File: src/rtl/rsa_decrypt_if.sv
// Start/finish handshake bundle for the RSA decryptor.
// The requester uses the master modport and the decryptor uses the slave modport.
interface rsa_decrypt_if #(
  parameter int N_W = 16,
  parameter int D_W = 16
);
  logic           start;
  logic [N_W-1:0] c;
  logic [D_W-1:0] d;
  logic [N_W-1:0] n;
  logic [N_W-1:0] m;
  logic           finish;
  logic           busy;
  logic           err;

  modport master (output start, c, d, n, input  m, finish, busy, err);
  modport slave  (input  start, c, d, n, output m, finish, busy, err);
endinterface

File: src/rtl/rsa_decrypt.sv
// Computes m = c^d mod n by left-to-right square-and-multiply over a bit-serial modular multiplier.
// CONST_TIME=1 inserts a dummy multiply on each 0-bit of d, so run time does not depend on the key.
module rsa_decrypt #(
  parameter int N_W        = 16,
  parameter int D_W        = 16,
  parameter int CONST_TIME = 0
) (
  input logic         clk,
  input logic         rst_n,
  rsa_decrypt_if.slave bus
);
  localparam int IW = (D_W > 1) ? $clog2(D_W) : 1;
  localparam int JW = (N_W > 1) ? $clog2(N_W) : 1;

  typedef enum logic [1:0] {IDLE, SQR, MUL, DONE} state_t;

  state_t         state, state_nxt;
  logic [N_W-1:0] c_q, n_q, r, acc, m_q;
  logic [D_W-1:0] d_q;
  logic [IW-1:0]  idx;
  logic [JW-1:0]  jcnt;
  logic           err_q;

  logic [N_W-1:0] mul_b, mm_res, r_fin;
  logic [N_W:0]   t0, t1, t2, t3;
  logic           mm_done, last, dbit, op_bad;

  // One shift-add step: acc = (2*acc + b[j]*r) mod n. Both reductions are needed because acc < n.
  always_comb begin
    mul_b   = (state == MUL) ? c_q : r;
    t0      = {acc, 1'b0};
    t1      = (t0 >= {1'b0, n_q}) ? t0 - {1'b0, n_q} : t0;
    t2      = mul_b[jcnt] ? t1 + {1'b0, r} : t1;
    t3      = (t2 >= {1'b0, n_q}) ? t2 - {1'b0, n_q} : t2;
    mm_res  = t3[N_W-1:0];
    mm_done = (jcnt == '0);
    last    = (idx == '0);
    dbit    = d_q[idx];
    op_bad  = (bus.n < N_W'(2)) || (bus.c >= bus.n);
    r_fin   = (state == MUL && !dbit) ? r : mm_res;
  end

  always_ff @(posedge clk) begin
    if (!rst_n) state <= IDLE;
    else        state <= state_nxt;
  end

  always_comb begin
    state_nxt = state;
    case (state)
      IDLE, DONE: state_nxt = bus.start ? (op_bad ? DONE : SQR) : IDLE;
      SQR: if (mm_done) state_nxt = (dbit || CONST_TIME != 0) ? MUL : (last ? DONE : SQR);
      MUL: if (mm_done) state_nxt = last ? DONE : SQR;
      default: state_nxt = IDLE;
    endcase
  end

  always_ff @(posedge clk) begin
    if (!rst_n) begin
      c_q   <= '0;
      d_q   <= '0;
      n_q   <= '0;
      r     <= '0;
      acc   <= '0;
      m_q   <= '0;
      idx   <= '0;
      jcnt  <= '0;
      err_q <= 1'b0;
    end else begin
      case (state)
        IDLE, DONE: begin
          if (bus.start) begin
            c_q  <= bus.c;
            d_q  <= bus.d;
            n_q  <= bus.n;
            r    <= N_W'(1);
            idx  <= IW'(D_W - 1);
            acc  <= '0;
            jcnt <= JW'(N_W - 1);
            if (op_bad) begin
              m_q   <= '0;
              err_q <= 1'b1;
            end
          end
        end
        SQR, MUL: begin
          if (mm_done) begin
            acc  <= '0;
            jcnt <= JW'(N_W - 1);
            r    <= r_fin;
            // Bit index advances on every phase boundary except square -> multiply of the same bit.
            if (state_nxt == DONE) begin
              m_q   <= r_fin;
              err_q <= 1'b0;
            end else if (state_nxt == SQR) begin
              idx <= idx - 1'b1;
            end
          end else begin
            acc  <= mm_res;
            jcnt <= jcnt - 1'b1;
          end
        end
        default: ;
      endcase
    end
  end

  always_comb begin
    bus.finish = (state == DONE);
    bus.busy   = (state == SQR) || (state == MUL);
    bus.err    = (state == DONE) && err_q;
    bus.m      = m_q;
  end
endmodule

File: src/flat_wrapper.sv
// flat-port wrapper written by rule: the top's interface ports become plain ports
module rsa_decrypt_flat 
#(
  parameter int N_W        = 16,
  parameter int D_W        = 16,
  parameter int CONST_TIME = 0
)
  (clk, rst_n, bus_start, bus_c, bus_d, bus_n, bus_m, bus_finish, bus_busy, bus_err);
  rsa_decrypt_if #(.N_W(N_W), .D_W(D_W)) bus_i ();
  input logic clk;
  input logic rst_n;
  input wire logic [$bits(bus_i.start)-1:0] bus_start;
  input wire logic [$bits(bus_i.c)-1:0] bus_c;
  input wire logic [$bits(bus_i.d)-1:0] bus_d;
  input wire logic [$bits(bus_i.n)-1:0] bus_n;
  output wire logic [$bits(bus_i.m)-1:0] bus_m;
  output wire logic [$bits(bus_i.finish)-1:0] bus_finish;
  output wire logic [$bits(bus_i.busy)-1:0] bus_busy;
  output wire logic [$bits(bus_i.err)-1:0] bus_err;
  assign bus_i.start = bus_start;
  assign bus_i.c = bus_c;
  assign bus_i.d = bus_d;
  assign bus_i.n = bus_n;
  assign bus_m = bus_i.m;
  assign bus_finish = bus_i.finish;
  assign bus_busy = bus_i.busy;
  assign bus_err = bus_i.err;
  rsa_decrypt #(.N_W(N_W), .D_W(D_W), .CONST_TIME(CONST_TIME)) u_core (.clk(clk), .rst_n(rst_n), .bus(bus_i));
endmodule
File: config.mk
export PLATFORM = sky130hd
export DESIGN_NAME = rsa_decrypt_flat
export DESIGN_NICKNAME = d
export VERILOG_FILES = /design/src/rtl/rsa_decrypt_if.sv /design/src/rtl/rsa_decrypt.sv /design/src/flat_wrapper.sv
export SDC_FILE = /design/constraint.sdc
export NUM_CORES = 1
export LEC_CHECK = 0
export CORE_MARGIN = 2
export CORE_UTILIZATION = 55
export CTS_BUF_LIST = sky130_fd_sc_hd__clkbuf_16
export DETAILED_ROUTE_END_ITERATION = 10
export PLACE_DENSITY_LB_ADDON = 0.12
export SLEW_MARGIN = 20
export SYNTH_ARGS = -nofsm -noshare
export SYNTH_HDL_FRONTEND = slang
export SYNTH_SLANG_ARGS = --single-unit
File: constraint.sdc
create_clock -name clk -period 8.5 [get_ports clk]
set_clock_uncertainty 0.15 [all_clocks]
set_input_delay 1.7 -clock clk [delete_from_list [all_inputs] [get_ports clk]]
set_output_delay 1.7 -clock clk [all_outputs]
set_load 0.05 [all_outputs]
[Yosys cells after proc, flatten, opt, wreduce, memory -nomap -nowiden]
Index checks and enable logic that the tools add are counted.
Storage, ports and cells
  register bits after elaboration: 107
  bits in latches: 0
  bits in writable memories: 0
  ROM bits: 0
  bits of input ports: 51
  output and inout port bits: 19
  logic and storage cells: 85
  memories kept: 0
Cells by class
  $add $sub $neg: 5
  multiply operators: 0
  div/mod/pow operators: 0
  magnitude comparators: 6
  eq/ne operators: 11
  shifts and indexed selects: 0
  muxes and demuxes: 39
  bitwise operators: 0
  reductions and logical operators: 14
Operators with widths (count)
  16-bit two-way mux: 11
  16-bit one-hot mux with 2 select lines: 3
  17-bit by 16-bit >= comparator with 1-bit output: 2
  17-bit two-way mux: 2
  4-bit two-way mux: 5
  17-bit by 16-bit adder with 17-bit output: 1
  17-bit by 16-bit subtractor with 17-bit output: 1
  16-bit >= comparator: 1
  16-bit by 2-bit < comparator with 1-bit output, second input constant: 1
  4-bit one-hot mux with 2 select lines: 2
  16-bit subtractor: 1
  2-bit two-way mux: 6
  4-bit by 5-bit < comparator with 1-bit output, second input constant: 2
  1-bit binary-select mux with 4-bit select: 2
  4-bit zero test: 2
  2-bit by 1-bit != test with 1-bit output, second input constant: 4
  4-bit AND reduction: 2
  4-bit by 1-bit subtractor with 4-bit output, second input constant: 2
  2-bit equality test, second input constant: 3
  1-bit two-way mux: 6
  2-bit one-hot mux with 3 select lines: 1
  2-bit by 1-bit equality test with 1-bit output, second input constant: 2
  2-bit != test, second input constant: 2
  2-bit AND reduction: 2
  other kinds (6): 9

[Longest topological paths before layout]
  word-level depth: 11
  depth in mapped cells: 28
  mapped depth without buffers: 27

[Least setup slack after synthesis]
OpenSTA, ideal clock, no wires.
  path kind: reg-to-reg
  from: register u_core.n_q[1]
  to: register u_core.acc[7]
  library setup time: 117 ps
  arrival time: 5642 ps
  required time: 8233 ps
  path slack: 2591 ps
  stages on the path, launching flop included: 28
  buffers on the path: 1
  clock period less this slack: 5909 ps
  path through: dfxtp_1 inv_1 ha_1 nor2b_1 o31a_1 o31ai_1 a21o_1 nand2_1 buf_2 mux2i_1 inv_1 ha_1 a211oi_1 o21a_1 o31ai_1 a31oi_1 o21bai_1 xor2_1 mux2_2 ha_1 and4_1 a21oi_1 nand2_1 a41oi_1 o21a_1 o211ai_2 mux2_2 a22o_1
On the way
  longest elaborated chain between the ends: 8
  elaborated cells on any way between the ends: 10
  classes of those cells: 3 x add/sub; 2 x order compare; 5 x mux
Ends and longest elaborated chain
  start: declaration: RTL line rsa_decrypt.sv:18  | logic [N_W-1:0] c_q, n_q, r, acc, m_q;
  start signal: assignment: RTL line rsa_decrypt.sv:75  | n_q <= bus.n;
  17-bit by 16-bit subtractor with 17-bit output / 17-bit by 16-bit >= comparator with 1-bit output (equally long branches): RTL line rsa_decrypt.sv:32  | t1 = (t0 >= {1'b0, n_q}) ? t0 - {1'b0, n_q} : t0;
  17-bit two-way mux: RTL line rsa_decrypt.sv:32
  17-bit by 16-bit adder with 17-bit output: RTL line rsa_decrypt.sv:33  | t2 = mul_b[jcnt] ? t1 + {1'b0, r} : t1;
  17-bit two-way mux: RTL line rsa_decrypt.sv:33
  16-bit subtractor / 17-bit by 16-bit >= comparator with 1-bit output (equally long branches): RTL line rsa_decrypt.sv:34  | t3 = (t2 >= {1'b0, n_q}) ? t2 - {1'b0, n_q} : t2;
  16-bit two-way mux *: RTL line rsa_decrypt.sv:34
  16-bit two-way mux *: RTL line rsa_decrypt.sv:87  | if (mm_done) begin
  16-bit one-hot mux with 2 select lines *: RTL line rsa_decrypt.sv:70  | case (state)
  end signal: assignment: RTL line rsa_decrypt.sv:99  | acc <= mm_res;
  end: declaration: RTL line rsa_decrypt.sv:18
Mark *: on every way between the ends. The rest lies on a longest branch, timed or not.
A chain may end at the register's enable or synchronous reset.

[Worst setup path in the final report]
  from: register u_core.n_q[1]
  to: register u_core.r[11]
On the way
  longest elaborated chain between the ends: 9
  elaborated cells on any way between the ends: 11
  classes of those cells: 3 x add/sub; 2 x order compare; 6 x mux
Ends and longest elaborated chain
  17-bit by 16-bit subtractor with 17-bit output / 17-bit by 16-bit >= comparator with 1-bit output (equally long branches): RTL line rsa_decrypt.sv:32
  17-bit two-way mux: RTL line rsa_decrypt.sv:32
  17-bit by 16-bit adder with 17-bit output: RTL line rsa_decrypt.sv:33
  17-bit two-way mux: RTL line rsa_decrypt.sv:33
  16-bit subtractor / 17-bit by 16-bit >= comparator with 1-bit output (equally long branches): RTL line rsa_decrypt.sv:34
  16-bit two-way mux *: RTL line rsa_decrypt.sv:34
  16-bit two-way mux *: RTL line rsa_decrypt.sv:40  | r_fin = (state == MUL && !dbit) ? r : mm_res;
  16-bit two-way mux *: RTL line rsa_decrypt.sv:87
  16-bit one-hot mux with 2 select lines *: RTL line rsa_decrypt.sv:70
  end signal: assignment: RTL line rsa_decrypt.sv:90  | r <= r_fin;
  end: declaration: RTL line rsa_decrypt.sv:18
Mark *: on every way between the ends. The rest lies on a longest branch, timed or not. The select of a mux whose other input is x is not followed.

==> reports/qor.yml <==
outcome:
  status: "finished, final reports clean"
placed_design:
  gp_congestion: 0.966
  postPlaceCellArea_sq_um: 8560
  io_buffers: 69
  place_hpwl_mm: 17.4
  dp_slack_ns: 1.28
global_route:
  grt-ovfl-total: 0
  grt_pass1_vias: 6661
  grt_start_max_net_pins: 64
  globalRouteTotalUtil_pct: 30.6
  antenna_found_initial: 0
  grt_pass1_wl_mm: 35.2
clock_network:
  cts.sinks: 107
  postCtsResizedCells: 0
  cts_htree_levels: 3
  clk_latency_ns: 0.36
  clk_path_buf_depth: 2
  cts_tree: "yes"
  ctsHoldBuffers: 0
  cts-root-buf: "clkbuf_16"
  cts.clk_slew.worst_paths_ns: 0.08
  cts_setup_buffers: 0
  cts_made_buffers: 9
worst_setup_path:
  crit_slowest_cell: "o211ai_2"
  critPathArrivalTime_ns: 7.40
  max_stage_delay_ns: 0.51
  critPathRequiredTime_ns: 8.59
  cp.depth: 27
  path_buf_inv: 3
  rrSetupSlack_ns: 1.19
  cp_common_cell: "ha_1"
  cp-end-kind: "register"
  r2r_cells: 27
  crit_type: "register to register"
  worstSetupStartpointType: "register"
  critPathMaxFanout: 13
  cpLargestDelayFamily: "compound AO/OA/AOI/OAI gates"
logic_synthesis:
  netlist_area_sq_um: 7760
  synth-adder-area-share_pct: 12.1
  syn_inst: 944
  synth-simple-area-share_pct: 16.4
  synthMuxAreaShare_pct: 10.5
  yosysSeqAreaShare_pct: 27.6
  synth.lib_cells_used.distinct: 76
  synth-xor-area-share_pct: 4.05
  ys.flop_type: "dfxtp_1"
  syn-num-nets: 1068
  synth_top_family_by_area: "compound AO/OA/AOI/OAI gates"
  yosys_warnings: 0
  synth_async_sr_flop_share_pct: 0
  syn_area_per_cell_sq_um: 8.22
  synth-seq-cells: 107
  synth_edf_count: 0
  synth-compound-area-share_pct: 24.4
route:
  drt-total-wl_mm: 22.3
  via_count: 7176
  wire_per_inst_um: 18.9
  drc: 0
  viasPerCell: 6.08
  first_pass_iters: 6
  drtIter0Drc: 522
  ant_nets: 0
timing:
  worst_pin_slew_ns: 1.06
  drv_slew: 0
  timing.final.crit_share_pct: 86.0
  tns_ns: 0
  slew-limit-headroom_pct: 28.9
  min_period_ns: 7.31
  setup_ws_ns: 1.19
  setup_viol: 0
  clock.fmax_ghz: 0.137
  rsz0062_at_grt: "false"
  hold_viol_final: 0
run:
  max_cap_viol_count: 0
final_layout:
  n_antenna_cell: 0
  final_cell_mix: "158 x nand2_1, 107 x dfxtp_1, 93 x a21oi_1, 70 x ha_1, 69 x clkdlybuf4s50_1"
  fin_area_sq_um: 8850
  mostFrequentLayoutCell: "nand2_1"
  final_nets: 1120
  syn_to_final_growth_pct: 14.1
  final_layout_size_suffix_gt1_share_pct: 7.09
hold_path:
  min_path_cells: 2
  min_path_type: "register to register"
floorplan:
  die_y_um: 123
  pin_count: 70
  die_area_sq_um: 15100
  rows: 43
  core-area_sq_um: 13800
  start_util_pct: 56.1
  die_w_um: 123
-- worst paths after layout --
path	endpoint	from
worst min-delay path	u_core.d_q[5]	u_core.d_q[5]
worst max register to register	u_core.r[11]	u_core.n_q[1]
worst min register to register	u_core.d_q[5]	u_core.d_q[5]
worst max-delay path	u_core.r[11]	u_core.n_q[1]
-- cell usage after synthesis (4+ instances only) --
master / n / share of area, %
nand2_1: 158 / 7.6
dfxtp_1: 107 / 28
a21oi_1: 93 / 6.0
ha_1: 70 / 11
o21ai_0: 61 / 3.9
inv_1: 57 / 2.8
nor2_1: 42 / 2.0
mux2_2: 29 / 4.2
a21o_1: 26 / 2.5
xnor2_1: 26 / 2.9
clkbuf_1: 23 / 1.1
mux2i_1: 23 / 3.0
nor3_1: 18 / 1.2
a22o_1: 12 / 1.4
o21a_1: 12 / 1.2
nand2b_1: 11 / 0.89
nand3_1: 10 / 0.65
a22oi_1: 9 / 0.87
a31oi_1: 9 / 0.73
nor2b_1: 8 / 0.65
xor2_1: 8 / 0.90
nand4_1: 7 / 0.56
o211ai_1: 7 / 0.68
or3_1: 7 / 0.56
mux4_2: 6 / 1.7
nor3b_1: 6 / 0.58
a211oi_1: 5 / 0.48
and2_1: 5 / 0.40
a22o_2: 4 / 0.52
buf_2: 4 / 0.26
mux4_1: 4 / 1.4
nor4_1: 4 / 0.32
o31ai_1: 4 / 0.39
-- routing by layer --
layer / wire, um / track usage (%)
met5: 0 / 0
met4: 520 / 10.9
met3: 1200 / 4.14
met1: 10100 / 41.0
met2: 10500 / 50.3
-- logic make-up (layout without fill, tap and decap cells) --
| family | Yosys count | count (layout) |
|---|---|---|
| compound gates | 287 | 287 |
| xor+xnor | 35 | 35 |
| fa+ha+maj | 73 | 73 |
| buf+inv | 93 | 150 |
| flops | 107 | 107 |
| mux | 63 | 63 |
| simple gates | 286 | 286 |
-- stage by stage --
| stage | cells | hold slack, ns | utilization, % |
|---|---|---|---|
| after global routing | 1181 | 0.316 | 64.0 |
| after global placement | 1165 | 0.289 | 61.9 |
| after detailed placement | 1165 | 0.295 | 61.9 |
| after floorplan | 944 | 0.282 | - |
| final | 1181 | 0.302 | 64.0 |
| after CTS | 1181 | 0.305 | 64.0 |
-- sequential cells by signal (all words and copies together), names as in the netlist --
name / flops
u_core.jcnt: 4
u_core.idx: 4
u_core.d_q: 16
u_core.c_q: 16
u_core.acc: 16
u_core.err_q: 1
u_core.n_q: 16
u_core.r: 16
u_core.bus.m: 16
u_core.state: 2
-- worst reg2reg max path, stage by stage, from the launching register on --
cell	delay, ns
dfxtp_1	0.40
inv_1	0.13
ha_1	0.31
nor2b_1	0.15
o31a_1	0.29
o31ai_1	0.38
a21o_1	0.24
nand2_1	0.38
mux2i_1	0.42
inv_1	0.08
ha_1	0.29
a211oi_1	0.32
o21a_1	0.21
o31ai_1	0.11
a31oi_1	0.33
o21bai_1	0.13
xor2_1	0.15
mux2_2	0.30
ha_1	0.34
and4_1	0.26
a21oi_1	0.08
nand2_1	0.07
a41oi_1	0.07
o21a_1	0.25
o211ai_2	0.51
buf_4	0.31
mux2i_1	0.40
o22ai_1	0.13
-- area by class of cell --
type	count	area, sq um
clock buffer	9	225
clock inverter	7	66.3
fill	1247	4980
inverter	59	221
multi-input combinational	744	5230
sequential	107	2140
tap	180	225
timing repair buffer	75	736
Power is not shown: default switching activity piles up to over one toggle a cycle in this logic, so the estimate is an artifact.
==> RTL change, RTL diff (same settings) <==
`D_W` is set to 16 in 3 places; all go to 64.
--- a/src/rtl/rsa_decrypt_if.sv
+++ b/src/rtl/rsa_decrypt_if.sv
@@ -2,7 +2,7 @@
 // The requester uses the master modport and the decryptor uses the slave modport.
 interface rsa_decrypt_if #(
   parameter int N_W = 16,
-  parameter int D_W = 16
+  parameter int D_W = 64
 );
   logic           start;
   logic [N_W-1:0] c;
--- a/src/rtl/rsa_decrypt.sv
+++ b/src/rtl/rsa_decrypt.sv
@@ -2,7 +2,7 @@
 // CONST_TIME=1 inserts a dummy multiply on each 0-bit of d, so run time does not depend on the key.
 module rsa_decrypt #(
   parameter int N_W        = 16,
-  parameter int D_W        = 16,
+  parameter int D_W        = 64,
   parameter int CONST_TIME = 0
 ) (
   input logic         clk,
--- a/src/flat_wrapper.sv
+++ b/src/flat_wrapper.sv
@@ -2,7 +2,7 @@
 module rsa_decrypt_flat 
 #(
   parameter int N_W        = 16,
-  parameter int D_W        = 16,
+  parameter int D_W        = 64,
   parameter int CONST_TIME = 0
 )
   (clk, rst_n, bus_start, bus_c, bus_d, bus_n, bus_m, bus_finish, bus_busy, bus_err);
Ports: changed (resized bus_d); port bits go from 70 to 118. The function was not compared with the original's and may differ.
==> RTL change against the unedited design <==
Wire length rose by 28%; final cell count rose by 31%; cell area increased by 32%; die area up 25%; synthesized area up 26%; worst setup slack worse by 0.54 ns; sequential cell count grew 50; critical path type unchanged; critical endpoint is now u_core.bus.m[11]; largest cell class unchanged; highest routed layer is now met5.
Power is left out: the tool's default activity adds up to more than one toggle a clock period on the data nets, which glitch-free logic cannot reach.
==> RTL change: results (changes against the unedited design) <==
The endpoint of the worst register-to-register path is u_core.bus.m[11]. The placement-stage worst setup slack is 0.816 ns (-0.464 ns). The latest clock arrival within the worst-skew pair is 0.45 ns (+0.09 ns). The highest cell delay on the worst timing path is 0.87 ns (+0.36 ns).

The number of nets in the synthesized netlist was 1406 (+32%). The flow ran to the end, and the final reports show no timing, DRC or antenna violations. The initial antenna violation count is 1 (+1). The path with the worst hold slack has its endpoint at u_core.d_q[40].

The critical path launch point is u_core.n_q[10]. The signal arrival time at the worst endpoint came out at 7.98 ns (+0.58 ns). The vias per cell was 5.92 (-2.5%). The final worst-path cycle share came out at 92.3% (+6.3 points). The global-route wire length before repair is 44900 um (+28%). The largest individual stage delay along the critical path comes from the cell sky130_fd_sc_hd__o211ai_1. The pin count of the biggest net entering global routing is 111 (+73%). The sequential share of the synthesized area is 32.1% (+4.5 points).

The aggregate global-route resource usage is 30.8% (+0.27 points). The final worst hold slack is 0.303 ns (+0.000891 ns). The per-instance average area after synthesis came out at 7.93 um^2 (-3.5%). The number of DRC markers after the initial detailed-route iteration is 639 (+22%).

The total CTS buffers came out at 17 (+8). The count of different cell masters after synthesis is 71 (-6.6%). The setup slack of the most critical reg-to-reg path is 0.66 ns (-0.54 ns).

The placer's final routability congestion estimate was 0.991 (+2.6%). The final layout net count came to 1483 (+32%). Sorting the synthesized cells by area gives the leading types as sky130_fd_sc_hd__dfxtp_1 (32%), sky130_fd_sc_hd__nand2_1 (10%), sky130_fd_sc_hd__ha_1 (8.8%), sky130_fd_sc_hd__a21oi_1 (7.4%), sky130_fd_sc_hd__mux4_2 (4.1%).
## RTL change: cell types whose count changed after synthesis, moves of 14 or more
cell,delta
sky130_fd_sc_hd__inv_1,+18
sky130_fd_sc_hd__a21oi_1,+52
sky130_fd_sc_hd__a211oi_1,+21
sky130_fd_sc_hd__nand2_1,+102
sky130_fd_sc_hd__clkbuf_1,+29
sky130_fd_sc_hd__dfxtp_1,+50
sky130_fd_sc_hd__o221ai_1,+14
## RTL change: metal layers
layer,vias to the layer above,track usage [%],share of wire [%]
met5,-,0,0.063
met4,2,17.8,5.3
met3,80,5.78,5.5
met2,294,51.4,48
met1,4264,37.2,41
li1,4540,-,-
## RTL change: layout make-up
| cell class | instances | area (um^2) |
|---|---|---|
| clock inverter | 15 | 180 |
| fill | 1507 | 5680 |
| tap | 225 | 282 |
| timing repair buffer | 125 | 1250 |
| inverter | 77 | 290 |
| clock buffer | 17 | 425 |
| sequential | 157 | 3140 |
| multi-input combinational | 934 | 6100 |
## RTL change: logic make-up (layout without fill, tap and decap cells)
family                   after synthesis  count (layout)  synth area share, %
AO/OA/AOI/OAI                        344             344                 22.0
XOR/XNOR                              32              32                 2.86
adder cells (fa/ha/maj)               72              72                 9.43
buffers and inverters                144             234                 5.74
flip-flops                           157             157                 32.1
multiplexers                          65              65                 9.17
AND/OR/NAND/NOR                      421             421                 18.7
## RTL change: worst max-delay path by stage
| stage | to | cells past startpoint |
|---|---|---|
| after floorplan | u_core.bus.m[14] | 26 |
| after global placement | u_core.bus.m[11] | 28 |
| after CTS | u_core.bus.m[11] | 28 |
| after detailed placement | u_core.bus.m[11] | 26 |
| after global routing | u_core.bus.m[11] | 29 |
| final | u_core.bus.m[11] | 28 |
